<file path="src/rtl/uart_tx_arbiter_if.sv">
// Handshake bundle between the byte-stream requesters, the arbiter and the
// shared uart_tx. The master side is the requester/transmitter environment,
// the slave side is the arbiter itself.
interface uart_tx_arbiter_if #(
   parameter int NUM_REQ = 4
);
   logic [NUM_REQ-1:0]   req_valid;
   logic [8*NUM_REQ-1:0] req_data;
   logic [NUM_REQ-1:0]   req_last;
   logic [NUM_REQ-1:0]   req_ack;
   logic [NUM_REQ-1:0]   grant;
   logic                 frame_abort;
   logic                 busy;
   logic [7:0]           tx_data;
   logic                 tx_data_ready;
   logic                 tx_done;

   modport master (
      output req_valid, req_data, req_last, tx_done,
      input  req_ack, grant, frame_abort, busy, tx_data, tx_data_ready
   );

   modport slave (
      input  req_valid, req_data, req_last, tx_done,
      output req_ack, grant, frame_abort, busy, tx_data, tx_data_ready
   );
endinterface

</file>
<file path="src/rtl/uart_tx_arbiter.sv">
// Round-robin arbiter sharing one uart_tx between NUM_REQ byte streams.
// Ownership changes only on frame boundaries (byte marked last) or when the
// owner stalls for STALL_TIMEOUT cycles in SEND.
module uart_tx_arbiter #(
   parameter int NUM_REQ       = 4,
   parameter int CLK_PER_BIT   = 16,
   parameter int STALL_TIMEOUT = 255
) (
   input  logic             clk_i,
   input  logic             rst_n_i,
   uart_tx_arbiter_if.slave bus
);
   localparam int PW   = (NUM_REQ > 1) ? $clog2(NUM_REQ) : 1;
   localparam int HOLD = 10 * CLK_PER_BIT;
   localparam int HW   = (HOLD > 1) ? $clog2(HOLD) : 1;
   localparam int SW   = (STALL_TIMEOUT > 0) ? $clog2(STALL_TIMEOUT + 1) : 1;

   localparam logic [HW-1:0] HOLD_LAST = HW'(HOLD - 1);
   localparam logic [SW-1:0] STALL_MAX = SW'(STALL_TIMEOUT);
   localparam logic [PW-1:0] LAST_IDX  = PW'(NUM_REQ - 1);

   typedef enum logic [1:0] {S_INIT, S_IDLE, S_SEND, S_WAIT} state_e;

   state_e             state_q, state_d;
   logic [HW-1:0]      hold_q, hold_d;
   logic [SW-1:0]      stall_q, stall_d;
   logic [PW-1:0]      rr_q, rr_d;
   logic [PW-1:0]      own_q, own_d;
   logic [NUM_REQ-1:0] grant_q, grant_d;
   logic [NUM_REQ-1:0] ack_q, ack_d;
   logic [7:0]         tx_data_q, tx_data_d;
   logic               ready_q, ready_d;
   logic               abort_q, abort_d;
   logic               last_q, last_d;
   logic               rel;

   logic [PW:0]        rr_idx;
   logic [PW-1:0]      rr_lo;
   logic [PW-1:0]      sel;
   logic               sel_vld;

   // First valid requester at or after rr_q, wrapping; the released owner
   // is therefore naturally the last candidate.
   always_comb begin
      sel     = '0;
      sel_vld = 1'b0;
      rr_idx  = '0;
      rr_lo   = '0;
      for (int k = 0; k < NUM_REQ; k++) begin
         rr_idx = {1'b0, rr_q} + (PW+1)'(k);
         if (rr_idx >= (PW+1)'(NUM_REQ)) rr_idx = rr_idx - (PW+1)'(NUM_REQ);
         rr_lo = rr_idx[PW-1:0];
         if (!sel_vld && bus.req_valid[rr_lo]) begin
            sel_vld = 1'b1;
            sel     = rr_lo;
         end
      end
   end

   // Next-state and registered-output logic; tx_data_ready/req_ack/abort
   // default low so each is a single-cycle pulse.
   always_comb begin
      state_d   = state_q;
      hold_d    = hold_q;
      stall_d   = stall_q;
      rr_d      = rr_q;
      own_d     = own_q;
      grant_d   = grant_q;
      ack_d     = '0;
      ready_d   = 1'b0;
      abort_d   = 1'b0;
      tx_data_d = tx_data_q;
      last_d    = last_q;
      rel       = 1'b0;
      case (state_q)
         S_INIT: begin
            if (hold_q == HOLD_LAST) begin
               state_d = S_IDLE;
               hold_d  = '0;
            end else begin
               hold_d = hold_q + HW'(1);
            end
         end
         S_IDLE: begin
            if (sel_vld) begin
               own_d        = sel;
               grant_d      = '0;
               grant_d[sel] = 1'b1;
               state_d      = S_SEND;
            end
         end
         S_SEND: begin
            if (bus.req_valid[own_q]) begin
               tx_data_d     = bus.req_data[{own_q, 3'b000} +: 8];
               ready_d       = 1'b1;
               ack_d[own_q]  = 1'b1;
               last_d        = bus.req_last[own_q];
               stall_d       = '0;
               state_d       = S_WAIT;
            end else begin
               if (stall_q != {SW{1'b1}}) stall_d = stall_q + SW'(1);
               if (STALL_TIMEOUT != 0 && (stall_q + SW'(1)) == STALL_MAX) begin
                  abort_d = 1'b1;
                  rel     = 1'b1;
               end
            end
         end
         S_WAIT: begin
            if (bus.tx_done) begin
               if (last_q) rel = 1'b1;
               else        state_d = S_SEND;
            end
         end
         default: state_d = S_INIT;
      endcase
      if (rel) begin
         grant_d = '0;
         stall_d = '0;
         state_d = S_IDLE;
         rr_d    = (own_q == LAST_IDX) ? '0 : own_q + PW'(1);
      end
   end

   // State and output registers with synchronous reset; a frame in flight
   // at reset is simply dropped.
   always_ff @(posedge clk_i) begin
      if (!rst_n_i) begin
         state_q   <= S_INIT;
         hold_q    <= '0;
         stall_q   <= '0;
         rr_q      <= '0;
         own_q     <= '0;
         grant_q   <= '0;
         ack_q     <= '0;
         tx_data_q <= '0;
         ready_q   <= 1'b0;
         abort_q   <= 1'b0;
         last_q    <= 1'b0;
      end else begin
         state_q   <= state_d;
         hold_q    <= hold_d;
         stall_q   <= stall_d;
         rr_q      <= rr_d;
         own_q     <= own_d;
         grant_q   <= grant_d;
         ack_q     <= ack_d;
         tx_data_q <= tx_data_d;
         ready_q   <= ready_d;
         abort_q   <= abort_d;
         last_q    <= last_d;
      end
   end

   assign bus.req_ack       = ack_q;
   assign bus.grant         = grant_q;
   assign bus.frame_abort   = abort_q;
   assign bus.busy          = (state_q != S_IDLE);
   assign bus.tx_data       = tx_data_q;
   assign bus.tx_data_ready = ready_q;
endmodule

</file>
<file path="src/flat_wrapper.sv">
// flat-port wrapper written by rule: the top's interface ports become plain ports
module uart_tx_arbiter_flat 
#(
   parameter int NUM_REQ       = 4,
   parameter int CLK_PER_BIT   = 16,
   parameter int STALL_TIMEOUT = 255
)
  (clk_i, rst_n_i, bus_req_valid, bus_req_data, bus_req_last, bus_tx_done, bus_req_ack, bus_grant, bus_frame_abort, bus_busy, bus_tx_data, bus_tx_data_ready);
  uart_tx_arbiter_if #(.NUM_REQ(NUM_REQ)) bus_i ();
  input  logic clk_i;
  input  logic rst_n_i;
  input wire logic [$bits(bus_i.req_valid)-1:0] bus_req_valid;
  input wire logic [$bits(bus_i.req_data)-1:0] bus_req_data;
  input wire logic [$bits(bus_i.req_last)-1:0] bus_req_last;
  input wire logic [$bits(bus_i.tx_done)-1:0] bus_tx_done;
  output wire logic [$bits(bus_i.req_ack)-1:0] bus_req_ack;
  output wire logic [$bits(bus_i.grant)-1:0] bus_grant;
  output wire logic [$bits(bus_i.frame_abort)-1:0] bus_frame_abort;
  output wire logic [$bits(bus_i.busy)-1:0] bus_busy;
  output wire logic [$bits(bus_i.tx_data)-1:0] bus_tx_data;
  output wire logic [$bits(bus_i.tx_data_ready)-1:0] bus_tx_data_ready;
  assign bus_i.req_valid = bus_req_valid;
  assign bus_i.req_data = bus_req_data;
  assign bus_i.req_last = bus_req_last;
  assign bus_i.tx_done = bus_tx_done;
  assign bus_req_ack = bus_i.req_ack;
  assign bus_grant = bus_i.grant;
  assign bus_frame_abort = bus_i.frame_abort;
  assign bus_busy = bus_i.busy;
  assign bus_tx_data = bus_i.tx_data;
  assign bus_tx_data_ready = bus_i.tx_data_ready;
  uart_tx_arbiter #(.NUM_REQ(NUM_REQ), .CLK_PER_BIT(CLK_PER_BIT), .STALL_TIMEOUT(STALL_TIMEOUT)) u_core (.clk_i(clk_i), .rst_n_i(rst_n_i), .bus(bus_i));
endmodule
</file>
<file path="config.mk">
export PLATFORM = sky130hd
export DESIGN_NAME = uart_tx_arbiter_flat
export DESIGN_NICKNAME = d
export VERILOG_FILES = /design/src/rtl/uart_tx_arbiter_if.sv /design/src/rtl/uart_tx_arbiter.sv /design/src/flat_wrapper.sv
export SDC_FILE = /design/constraint.sdc
export NUM_CORES = 1
export LEC_CHECK = 0
export CAP_MARGIN = 20
export CORE_MARGIN = 2
export CORE_UTILIZATION = 48
export DETAILED_ROUTE_END_ITERATION = 16
export PLACE_DENSITY = 0.87
export REMOVE_ABC_BUFFERS = 1
export SLEW_MARGIN = 20
export SYNTH_ARGS = -nofsm -noshare
export SYNTH_HDL_FRONTEND = slang
export SYNTH_SLANG_ARGS = --single-unit
</file>
<file path="constraint.sdc">
create_clock -name clk_i -period 2.6 [get_ports clk_i]
set_input_delay 0.52 -clock clk_i [delete_from_list [all_inputs] [get_ports clk_i]]
set_output_delay 0.52 -clock clk_i [all_outputs]
set_load 0.005 [all_outputs]
</file>
==> results of run 1 <==
## layer usage
layer / vias to the layer above / track usage [%] / wire length (um)
met5: - / 0 / 0
met4: 0 / 9.465 / 95
met3: 6 / 4.558 / 232
met2: 52 / 35.05 / 2782
met1: 942 / 27.06 / 2373
li1: 1027 / - / -
## power by group through the flow
stage	clock network [mW]	registers, mW	logic [mW]
final	0.529	0.634	0.125
after global placement	0	0.649	0.121
after CTS	0.531	0.634	0.125
after detailed placement	0	0.649	0.124
after floorplan	0	0.649	0.0380
after global routing	0.560	0.636	0.133
## final cells by class
class	count	area, um^2	area share (%)
Tap cell	52	65.06	2.120
Clock buffer	5	68.82	2.242
Clock inverter	3	46.29	1.508
Timing Repair Buffer	71	698.2	22.75
Inverter	8	30.03	0.9784
Sequential cell	41	820.8	26.74
Multi-Input combinational cell	191	1340	43.66
## registers in the layout, summed over array words and instances (netlist names)
| name | cells |
|---|---|
| u_core.rr_q | 2 |
| u_core.bus.grant | 4 |
| u_core.state_q | 2 |
| u_core.stall_q | 8 |
| u_core.bus.tx_data_ready | 1 |
| u_core.own_q | 2 |
| u_core.bus.frame_abort | 1 |
| u_core.hold_q | 8 |
| u_core.last_q | 1 |
| u_core.bus.req_ack | 4 |
| u_core.bus.tx_data | 8 |
## Yosys cell counts (5+ instances only)
cell type,instances
and2_1,7
a21oi_1,12
xor2_1,6
nand4_1,5
nand2b_1,8
ha_1,7
mux4_2,9
o21ai_0,8
a21boi_0,13
dfxtp_1,41
a31oi_1,5
nor2_1,20
and3_1,5
clkbuf_1,5
nand3_1,5
inv_1,8
nand2_1,42
## stage by stage
stage	std cells	util, %	cell area, um^2	setup WS, ns
2_1_floorplan	240	-	2191	0.2666
4_1_cts	371	69.06	3069	0.4296
5_1_grt	371	69.06	3069	0.3632
6_report	371	69.06	3069	0.4256
3_5_place_dp	363	66.47	2954	0.1190
3_3_place_gp	363	66.47	2954	0.1846
## path summary, 6_finish.rpt
path	startpoint	end	slack [ns]
max reg2reg	u_core.stall_q[1]$_SDFFE_PP0P_	u_core.stall_q[7]$_SDFFE_PP0P_	0.62
min reg2reg	u_core.bus.grant[3]$_SDFFE_PP0P_	u_core.bus.grant[3]$_SDFFE_PP0P_	0.45
max	bus_req_valid[3]	u_core.state_q[0]$_SDFFE_PN0P_	0.43
min	u_core.bus.grant[3]$_SDFFE_PP0P_	u_core.bus.grant[3]$_SDFFE_PP0P_	0.45
## layout by cell type, fill, tap and decap left out, drive strengths merged, types with 2 or more instances in the layout
cell,count
nand3,5
a31oi,5
and2,8
a21oi,12
nor3,4
nor2,20
buf,10
ha,7
a211oi,2
or3,2
mux4,10
dfxtp,41
xor2,6
clkbuf,5
nand2b,9
xnor2,3
nand2,42
nand3b,3
mux2i,2
o21ai,8
nand4,5
a21boi,13
nor4,2
and3,5
inv,8
clkdlybuf4s50,61
a22oi,2
## critical path, cell delays in order
cell and delay [ns]:
clkdlybuf4s50_1 0.45, mux4_2 0.50, buf_4 0.19, nand2b_4 0.16, nor4_1 0.41, o211a_1 0.21
## cell families (layout without fill, tap and decap cells)
group / Yosys count / count (layout) / share of synthesized area [%]
adders and majority gates: 7 / 7 / 3.880
and+or+nand+nor: 112 / 112 / 25.06
xor gates and xnor gates: 9 / 9 / 3.492
AOI/OAI and AO/OA: 51 / 51 / 15.91
muxes: 12 / 12 / 11.03
DFF: 41 / 41 / 36.36
buffers and inverters: 19 / 87 / 4.268
==> flow_metrics.tcl, run 1 <==
set metrics [dict create \
    status "complete, no violations" \
    wl_per_cell_um 14.78 \
    post_cts_resized 0 \
    yosys_warnings 0 \
    grt_pass1_wl_um 8694 \
    cts.root.buffer_cell "clkbuf_8" \
    dr_total_vias 2027 \
    clkSinkCount 41 \
    cp_data_arrival_time_ns 2.43 \
    final_clock_skew_ns 0.009238 \
    max_cap_violations 0 \
    first_global_vias 1883 \
    row_count 24 \
    cellLeakagePower_nw 1.095 \
    largest_net_degree_at_the_start_of_global_routing 15 \
    cts_inserted_buffers 5 \
    post_synth_edffs 0 \
    layout-drive-gt1-share_pct 10.03 \
    synth_largest_area_cell "dfxtp_1" \
    layout_worst_path_cycle_share_pct 83.63 \
    syn_area_per_cell_um2 8.993 \
    post_cts.repair.setup_buffers 0 \
    timing_worst_slew_pin_value_ns 0.7204 \
    power.sequential.fraction_pct 49.2 \
    remaining_drc_errors 0 \
    critPathCaptureType "register" \
    worstHoldPathCells 2 \
    worstSetupStartpointType "input port" \
    avgViaCountPerCell 5.464 \
    synth_seq_area_share_pct 36.36 \
    final.hold.worst_slack_ns 0.4525 \
    cts_hold_buffers 0 \
    antennaDiodeCount 0 \
    timing_max_transition_violations_final 0 \
    final_hold_fails 0 \
    crit_fanout 10 \
    place.port_buffers 61 \
    postSynthRegisterBits 41 \
    worstSkewPairLatency_ns 0.30 \
    setup_tns_ns 0 \
    dominantRegCellSynth "dfxtp_1" \
    number_of_nets_still_failing_antenna_checks_after_routing 0 \
    drt-initial-drc-count 80 \
    placeableCoreArea_um2 4444 \
    fillerInstances 354 \
    areaGrowthSynthToFinish_pct 35.98 \
    drt-total-wl_um 5483 \
    fp.dieArea_um2 5267 \
    finalSetupViolations 0 \
    clock_tree_from_tritoncts "built" \
    cts_htree_levels 2 \
    min-delay-path-class "reg -> reg" \
    grt_antenna_before_repair 0 \
    ir_drop_v 0.0005253 \
    netlist_instances 251 \
    relSlewSlack_pct 51.56 \
    pin_count 62 \
    switching_share_pct 22.01 \
    grt_setup_unrepaired "false" \
    post-layout-total-power_mw 1.289 \
    combinational_power_share_pct 9.7 \
    netlist_area_um2 2257 \
    p_sw_mw 0.2836 \
    die_w_um 72.58 \
    timing_worst_setup_path_type "in -> reg" \
    p_int_mw 1.005 \
    cts-root-to-sink-buffers 2 \
    synth.lib_cells_used.distinct 48 \
    globalplace.congestion 0.8667 \
    dr.pass1.iters 4 \
    timing.reg2reg.worst_path_depth 7 \
    achievable-frequency_mhz 459.9 \
    grt_util_all_layers_pct 21.36 \
    synthTopCellsByArea "dfxtp_1, mux4_2, nand2_1, a21boi_0, ha_1" \
    final_period_minus_worst_setup_slack_ns 2.174 \
    die_height_um 72.58 \
    power-per-cell-area_nw_per_um2 419.8 \
    dp_hpwl_um 4176 \
    postSynth.asyncResetShare_pct 0 \
    floorplan.initialDensity_pct 50.79 \
    clkTransAtPathRegs_ns 0.09 \
    final_global_route_overflow_total 0 \
    pwr-share-clk_pct 41.1 \
    post-synth-top-area-fraction_pct 36.36 \
    cp_data_required_time_ns 2.86 \
    nets 368 \
]
(Power assumes the default switching activity.)
==> inputs of run 2 (changes only) <==
- CORE_UTILIZATION: 48 -> 43
- PLACE_DENSITY: 0.87 -> 0.83
- clock period: 2.6 -> 1.8 ns (I/O delays scaled with it)
==> run 2 against run 1 <==
Net effect: the flow now finishes with violations (setup timing); clock power grew 15%; core utilization shrank 1.8 points; combinational power grew 60%; via count grew 13%; non-clock buffer count grew 28; setup slack lost 0.54 ns; routed wire length grew 20%; global-route usage grew 1.1 points; cell area grew 11%; die area grew 11%; critical path type is now reg -> reg; largest cell class unchanged; largest power group unchanged.
==> flow_metrics.tcl, run 2 (synthesis gave the netlist of run 1 again) <==
set metrics [dict create \
    status "finished, violations left" \
    failed_checks "setup timing" \
    areaGrowthSynthToFinish_pct 51.22 \
    critPathCaptureType "register" \
    reg2reg_setup_slack_ns -0.11 \
    grt_setup_unrepaired "true" \
    grt_util_all_layers_pct 22.46 \
    layout_worst_path_cycle_share_pct 106.4 \
    achievable-frequency_mhz 522.3 \
    cp_data_required_time_ns 1.99 \
    fp.dieArea_um2 5845 \
    p_sw_mw 0.4075 \
    drt-initial-drc-count 148 \
    worstHoldPathCells 2 \
    timing_worst_slew_pin_value_ns 0.3777 \
    dp_hpwl_um 4712 \
    largest_net_degree_at_the_start_of_global_routing 17 \
    grt_antenna_before_repair 0 \
    drt-total-wl_um 6599 \
    place.detailed.instances 406 \
    relSlewSlack_pct 74.82 \
    ir_drop_v 0.0003292 \
    post_route_insts_no_fill 417 \
    rr_endpoint "u_core.stall_q[2]$_SDFFE_PP0P_" \
    finalSetupViolations 14 \
    timing_worst_setup_path_type "reg -> reg" \
    layout-drive-gt1-share_pct 23.63 \
    finalCoreUtilization_pct 67.26 \
    final_clock_skew_ns 0.01015 \
    clock_tree_from_tritoncts "built" \
    power-per-cell-area_nw_per_um2 504.4 \
    grt_pass1_wl_um 10570 \
    pin_count 62 \
    combinational_power_share_pct 11.6 \
    post-layout-total-power_mw 1.722 \
    worst_path_largest_cell_delay_ns 0.52 \
    worstSetupStartpointType "register" \
    pwr-share-clk_pct 35.2 \
    wl_per_cell_um 15.82 \
    first_global_vias 2294 \
    placeableCoreArea_um2 5075 \
    final_global_route_overflow_total 0 \
    die_height_um 76.45 \
    crit_path_setup_slack_layout_ns -0.1148 \
    cts_hold_buffers 0 \
    final_cell_mix "clkdlybuf4s50_1, nand2_1, dfxtp_1, buf_4, nor2_1" \
    setup_tns_ns -1.321 \
    final_period_minus_worst_setup_slack_ns 1.915 \
    cts-root-to-sink-buffers 2 \
    worst_hold_path.endpoint "u_core.bus.tx_data[1]$_SDFFE_PN0P_" \
    cellLeakagePower_nw 1.271 \
    p_int_mw 1.314 \
    crit_chain "mux4_2 -> or3_4 -> o211ai_4 -> buf_12 -> nor3_1" \
    cts_htree_levels 2 \
    worstSkewPairLatency_ns 0.30 \
    final_hold_fails 0 \
    timing.rr.start "u_core.own_q[0]$_SDFFE_PN0P_" \
    placed_area_um2 3177 \
    max_cap_violations 0 \
    floorplan.initialDensity_pct 44.48 \
    cp_data_arrival_time_ns 2.10 \
    clkSinkCount 41 \
    crit_fanout 7 \
    power.sequential.fraction_pct 53.2 \
    cpMaxStageDelayCell "mux4_2" \
    timing_max_transition_violations_final 0 \
    antennaDiodeCount 0 \
    nets 396 \
    number_of_nets_still_failing_antenna_checks_after_routing 0 \
    cts_inserted_buffers 5 \
    fillerInstances 386 \
    dr.pass1.iters 4 \
    min-delay-path-class "reg -> reg" \
    avgViaCountPerCell 5.475 \
    dr_total_vias 2283 \
    timing.reg2reg.worst_path_depth 5 \
    globalplace.congestion 0.9176 \
    final_design_area_no_fill_um2 3413 \
    remaining_drc_errors 0 \
    final_common_cell "clkdlybuf4s50_1" \
    switching_share_pct 23.67 \
    critPathBufInv 1 \
    clkTransAtPathRegs_ns 0.08 \
    row_count 26 \
    place.port_buffers 61 \
    cts.root.buffer_cell "clkbuf_8" \
    die_w_um 76.45 \
    worstHoldStart "u_core.bus.tx_data[1]$_SDFFE_PN0P_" \
    crit_path_max_delay_family "multiplexers" \
]
-- run 2: cell count changes in the layout (fill, tap and decap cells not counted), sizes merged --
cell / previous run / this run
dlygate4sd2: 0 / 4
bufinv: 1 / 0
dlymetal6s2s: 0 / 1
clkdlybuf4s50: 61 / 56
clkinv: 1 / 2
buf: 10 / 38
-- run 2: worst max path at each step --
stage	start	end	cells after the start
after CTS	u_core.stall_q[1]$_SDFFE_PP0P_	u_core.stall_q[2]$_SDFFE_PP0P_	7
after global placement	bus_req_valid[3]	u_core.rr_q[0]$_SDFFE_PN0P_	6
after global routing	u_core.own_q[0]$_SDFFE_PN0P_	u_core.stall_q[2]$_SDFFE_PP0P_	5
after floorplan	u_core.own_q[0]$_SDFFE_PN0P_	u_core.stall_q[2]$_SDFFE_PP0P_	4
final	u_core.own_q[0]$_SDFFE_PN0P_	u_core.stall_q[2]$_SDFFE_PP0P_	5
after detailed placement	bus_req_valid[3]	u_core.stall_q[2]$_SDFFE_PP0P_	6
-- run 2: repair_timing --
item,in CTS,in global routing
cloned,1,0
setup buffers,1,1
pin swaps,6,4
hold endpoints to repair,0,0
endpoints found under the setup margin,19,18
gates resized for setup,25,8
-- run 2: power by group through the flow --
stage | sequential [mW] | clock [mW] | combinational (mW)
after floorplan | 0.937 | 0 | 0.0549
after global placement | 0.937 | 0 | 0.183
after detailed placement | 0.938 | 0 | 0.190
after CTS | 0.916 | 0.615 | 0.197
after global routing | 0.917 | 0.648 | 0.213
final | 0.916 | 0.606 | 0.200
-- run 2: final cells by class --
| class | instances | area [um^2] | area share (%) |
|---|---|---|---|
| clock buffer | 5 | 68.82 | 2.016 |
| clock inverter | 3 | 17.52 | 0.5132 |
| inverter | 8 | 30.03 | 0.8798 |
| multi-input combinational | 191 | 1439 | 42.16 |
| sequential | 41 | 828.3 | 24.27 |
| tap | 70 | 87.58 | 2.566 |
| timing repair buffer | 99 | 942.2 | 27.60 |
-- run 2: routing by layer --
metal / wire [um] / GRT usage (%) / vias to the layer above
met5: 0 / 0 / -
met4: 141 / 7.455 / 0
met3: 374 / 5.213 / 15
met2: 3520 / 42.83 / 79
met1: 2564 / 24.16 / 1108
li1: - / - / 1081
-- run 2: tightest hold or removal path: stages, from the launching register on --
cell,delay [ns]
dfxtp_1,0.31
nand2_1,0.04
a21boi_0,0.06
-- run 2: per-stage QoR --
step,hold WS [ns],setup WS [ns]
after floorplan,0.4427,-0.5334
after global placement,0.4376,-0.4096
after detailed placement,0.4433,-0.4565
after CTS,0.4588,-0.08135
after global routing,0.4766,-0.1639
final,0.4635,-0.1148
==> inputs of run 3 (changes only) <==
- CORE_UTILIZATION: 43 -> 45
- SLEW_MARGIN: 20 -> unset
- clock period: 1.8 -> 2.25 ns (I/O delays scaled with it)
==> run 3 against run 2 <==
Net effect: the run now ends clean; first-iteration DRC count shrank 18%; sequential share of layout area up 1.7 points; flip-flop and latch count unchanged; critical path type is now in -> reg.
==> flow_metrics.tcl, run 3 (synthesis gave the netlist of run 1 again) <==
set metrics [dict create \
    timing_worst_setup_path_type "in -> reg" \
    drt-total-wl_um 5604 \
    timing_max_transition_violations_final 0 \
    layout_worst_path_cycle_share_pct 90.82 \
    largest_net_degree_at_the_start_of_global_routing 15 \
    clkTransAtPathRegs_ns 0.07 \
    antennaDiodeCount 0 \
    row_count 25 \
    worstSetupStartpointType "input port" \
    relSlewSlack_pct 67.87 \
    critPathCaptureType "register" \
    floorplan.initialDensity_pct 47.16 \
    cts_inserted_buffers 5 \
    nets 378 \
    cellLeakagePower_nw 1.150 \
    layout-drive-gt1-share_pct 12.46 \
    final_clock_skew_ns 0.009031 \
    place.port_buffers 61 \
    dp_hpwl_um 4322 \
    post_route_insts_no_fill 396 \
    worst_path_largest_cell_delay_ns 0.51 \
    grt_util_all_layers_pct 20.48 \
    ir_drop_v 0.0004631 \
    dr_total_vias 2097 \
    fp.dieArea_um2 5599 \
    place.detailed.instances 388 \
    final_hold_fails 0 \
    pin_count 62 \
    power.sequential.fraction_pct 49.1 \
    dr.pass1.iters 4 \
    crit_path_max_delay_family "buffers and inverters" \
    grt_antenna_before_repair 0 \
    final_design_area_no_fill_um2 3164 \
    timing_worst_slew_pin_value_ns 0.4775 \
    achievable-frequency_mhz 489.4 \
    die_height_um 74.83 \
    cts.root.buffer_cell "clkbuf_8" \
    min-delay-path-class "reg -> reg" \
    p_sw_mw 0.2988 \
    post_cts_resized 0 \
    cts_htree_levels 2 \
    switching_share_pct 20.01 \
    grt_setup_unrepaired "false" \
    cts_hold_buffers 0 \
    combinational_power_share_pct 9.9 \
    post_cts.repair.setup_buffers 0 \
    max_cap_violations 0 \
    wl_per_cell_um 14.15 \
    critPathBufInv 2 \
    status "complete, no violations" \
    first_global_vias 1908 \
    final_common_cell "clkdlybuf4s50_1" \
    placeableCoreArea_um2 4786 \
    cp_data_arrival_time_ns 2.21 \
    pwr-share-clk_pct 41.0 \
    setup_tns_ns 0 \
    cts-root-to-sink-buffers 2 \
    remaining_drc_errors 0 \
    final_global_route_overflow_total 0 \
    avgViaCountPerCell 5.295 \
    final_period_minus_worst_setup_slack_ns 2.043 \
    clock_tree_from_tritoncts "built" \
    areaGrowthSynthToFinish_pct 40.19 \
    drt-initial-drc-count 121 \
    crit_fanout 13 \
    worstSkewPairLatency_ns 0.29 \
    cp_data_required_time_ns 2.42 \
    grt_pass1_wl_um 8542 \
    finalSetupViolations 0 \
    cpMaxStageDelayCell "mux4_2" \
    power-per-cell-area_nw_per_um2 472.0 \
    globalplace.congestion 0.8394 \
    crit_chain "clkdlybuf4s50_1 -> mux4_2 -> or3_4 -> o211ai_4 -> buf_12 -> a211oi_1" \
    final_cell_mix "clkdlybuf4s50_1, nand2_1, dfxtp_1, nor2_1, buf_4" \
    placed_area_um2 3048 \
    clkSinkCount 41 \
    number_of_nets_still_failing_antenna_checks_after_routing 0 \
    p_int_mw 1.195 \
    die_w_um 74.83 \
]
## run 3: cell count changes in the layout (fill, tap and decap cells not counted), sizes merged
cell / before / now
clkdlybuf4s50: 56 / 61
buf: 38 / 20
clkbuf: 5 / 7
bufinv: 0 / 1
dlymetal6s2s: 1 / 0
clkinv: 2 / 0
clkinvlp: 1 / 0
dlygate4sd2: 4 / 0
## run 3: layout make-up
class | instances | area (um^2)
clock buffers | 7 | 86.33
multi-input cells | 191 | 1340
flip-flops and latches | 41 | 820.8
well taps | 67 | 83.83
repair buffers | 81 | 773.2
clock inverters | 1 | 30.03
inverters | 8 | 30.03
fillers | 402 | 1622
## run 3: worst paths after layout
kind / start / to / slack [ns] / depth (start not counted)
worst max-delay path: bus_req_valid[3] / u_core.stall_q[7]$_SDFFE_PP0P_ / 0.21 / 6
worst min register to register: u_core.bus.grant[3]$_SDFFE_PP0P_ / u_core.bus.grant[3]$_SDFFE_PP0P_ / 0.45 / 2
worst min-delay path: u_core.bus.grant[3]$_SDFFE_PP0P_ / u_core.bus.grant[3]$_SDFFE_PP0P_ / 0.45 / 2
worst max register to register: u_core.stall_q[0]$_SDFFE_PP0P_ / u_core.stall_q[7]$_SDFFE_PP0P_ / 0.36 / 7
## run 3: worst min-delay path: stages, from the launching register on
cell and delay, ns:
dfxtp_1 0.31, nand2_1 0.05, a21oi_1 0.05
## run 3: stage by stage
step	power [mW]	setup WS, ns	hold WS (ns)	util, %
6_report	1.493	0.2065	0.4543	66.12
5_1_grt	1.543	0.1334	0.4703	66.12
4_1_cts	1.500	0.2128	0.4553	66.12
3_5_place_dp	0.8981	-0.09772	0.4443	63.69
3_3_place_gp	0.8938	-0.05638	0.4378	63.69
2_1_floorplan	0.7933	-0.08335	0.4427	-
## run 3: metal layers
layer,vias to the layer above,GRT usage (%),wire length [um]
met5,-,0,0
met4,0,8.730,127
met3,10,6.426,234
met2,60,33.04,2904
met1,978,25.32,2338
li1,1049,-,-
## run 3: power groups by stage
stage / combinational (mW) / clock (mW) / sequential [mW]
after floorplan: 0.0439 / 0 / 0.749
after global routing: 0.160 / 0.650 / 0.733
after detailed placement: 0.148 / 0 / 0.750
after global placement: 0.144 / 0 / 0.750
after CTS: 0.148 / 0.619 / 0.733
final: 0.148 / 0.612 / 0.733
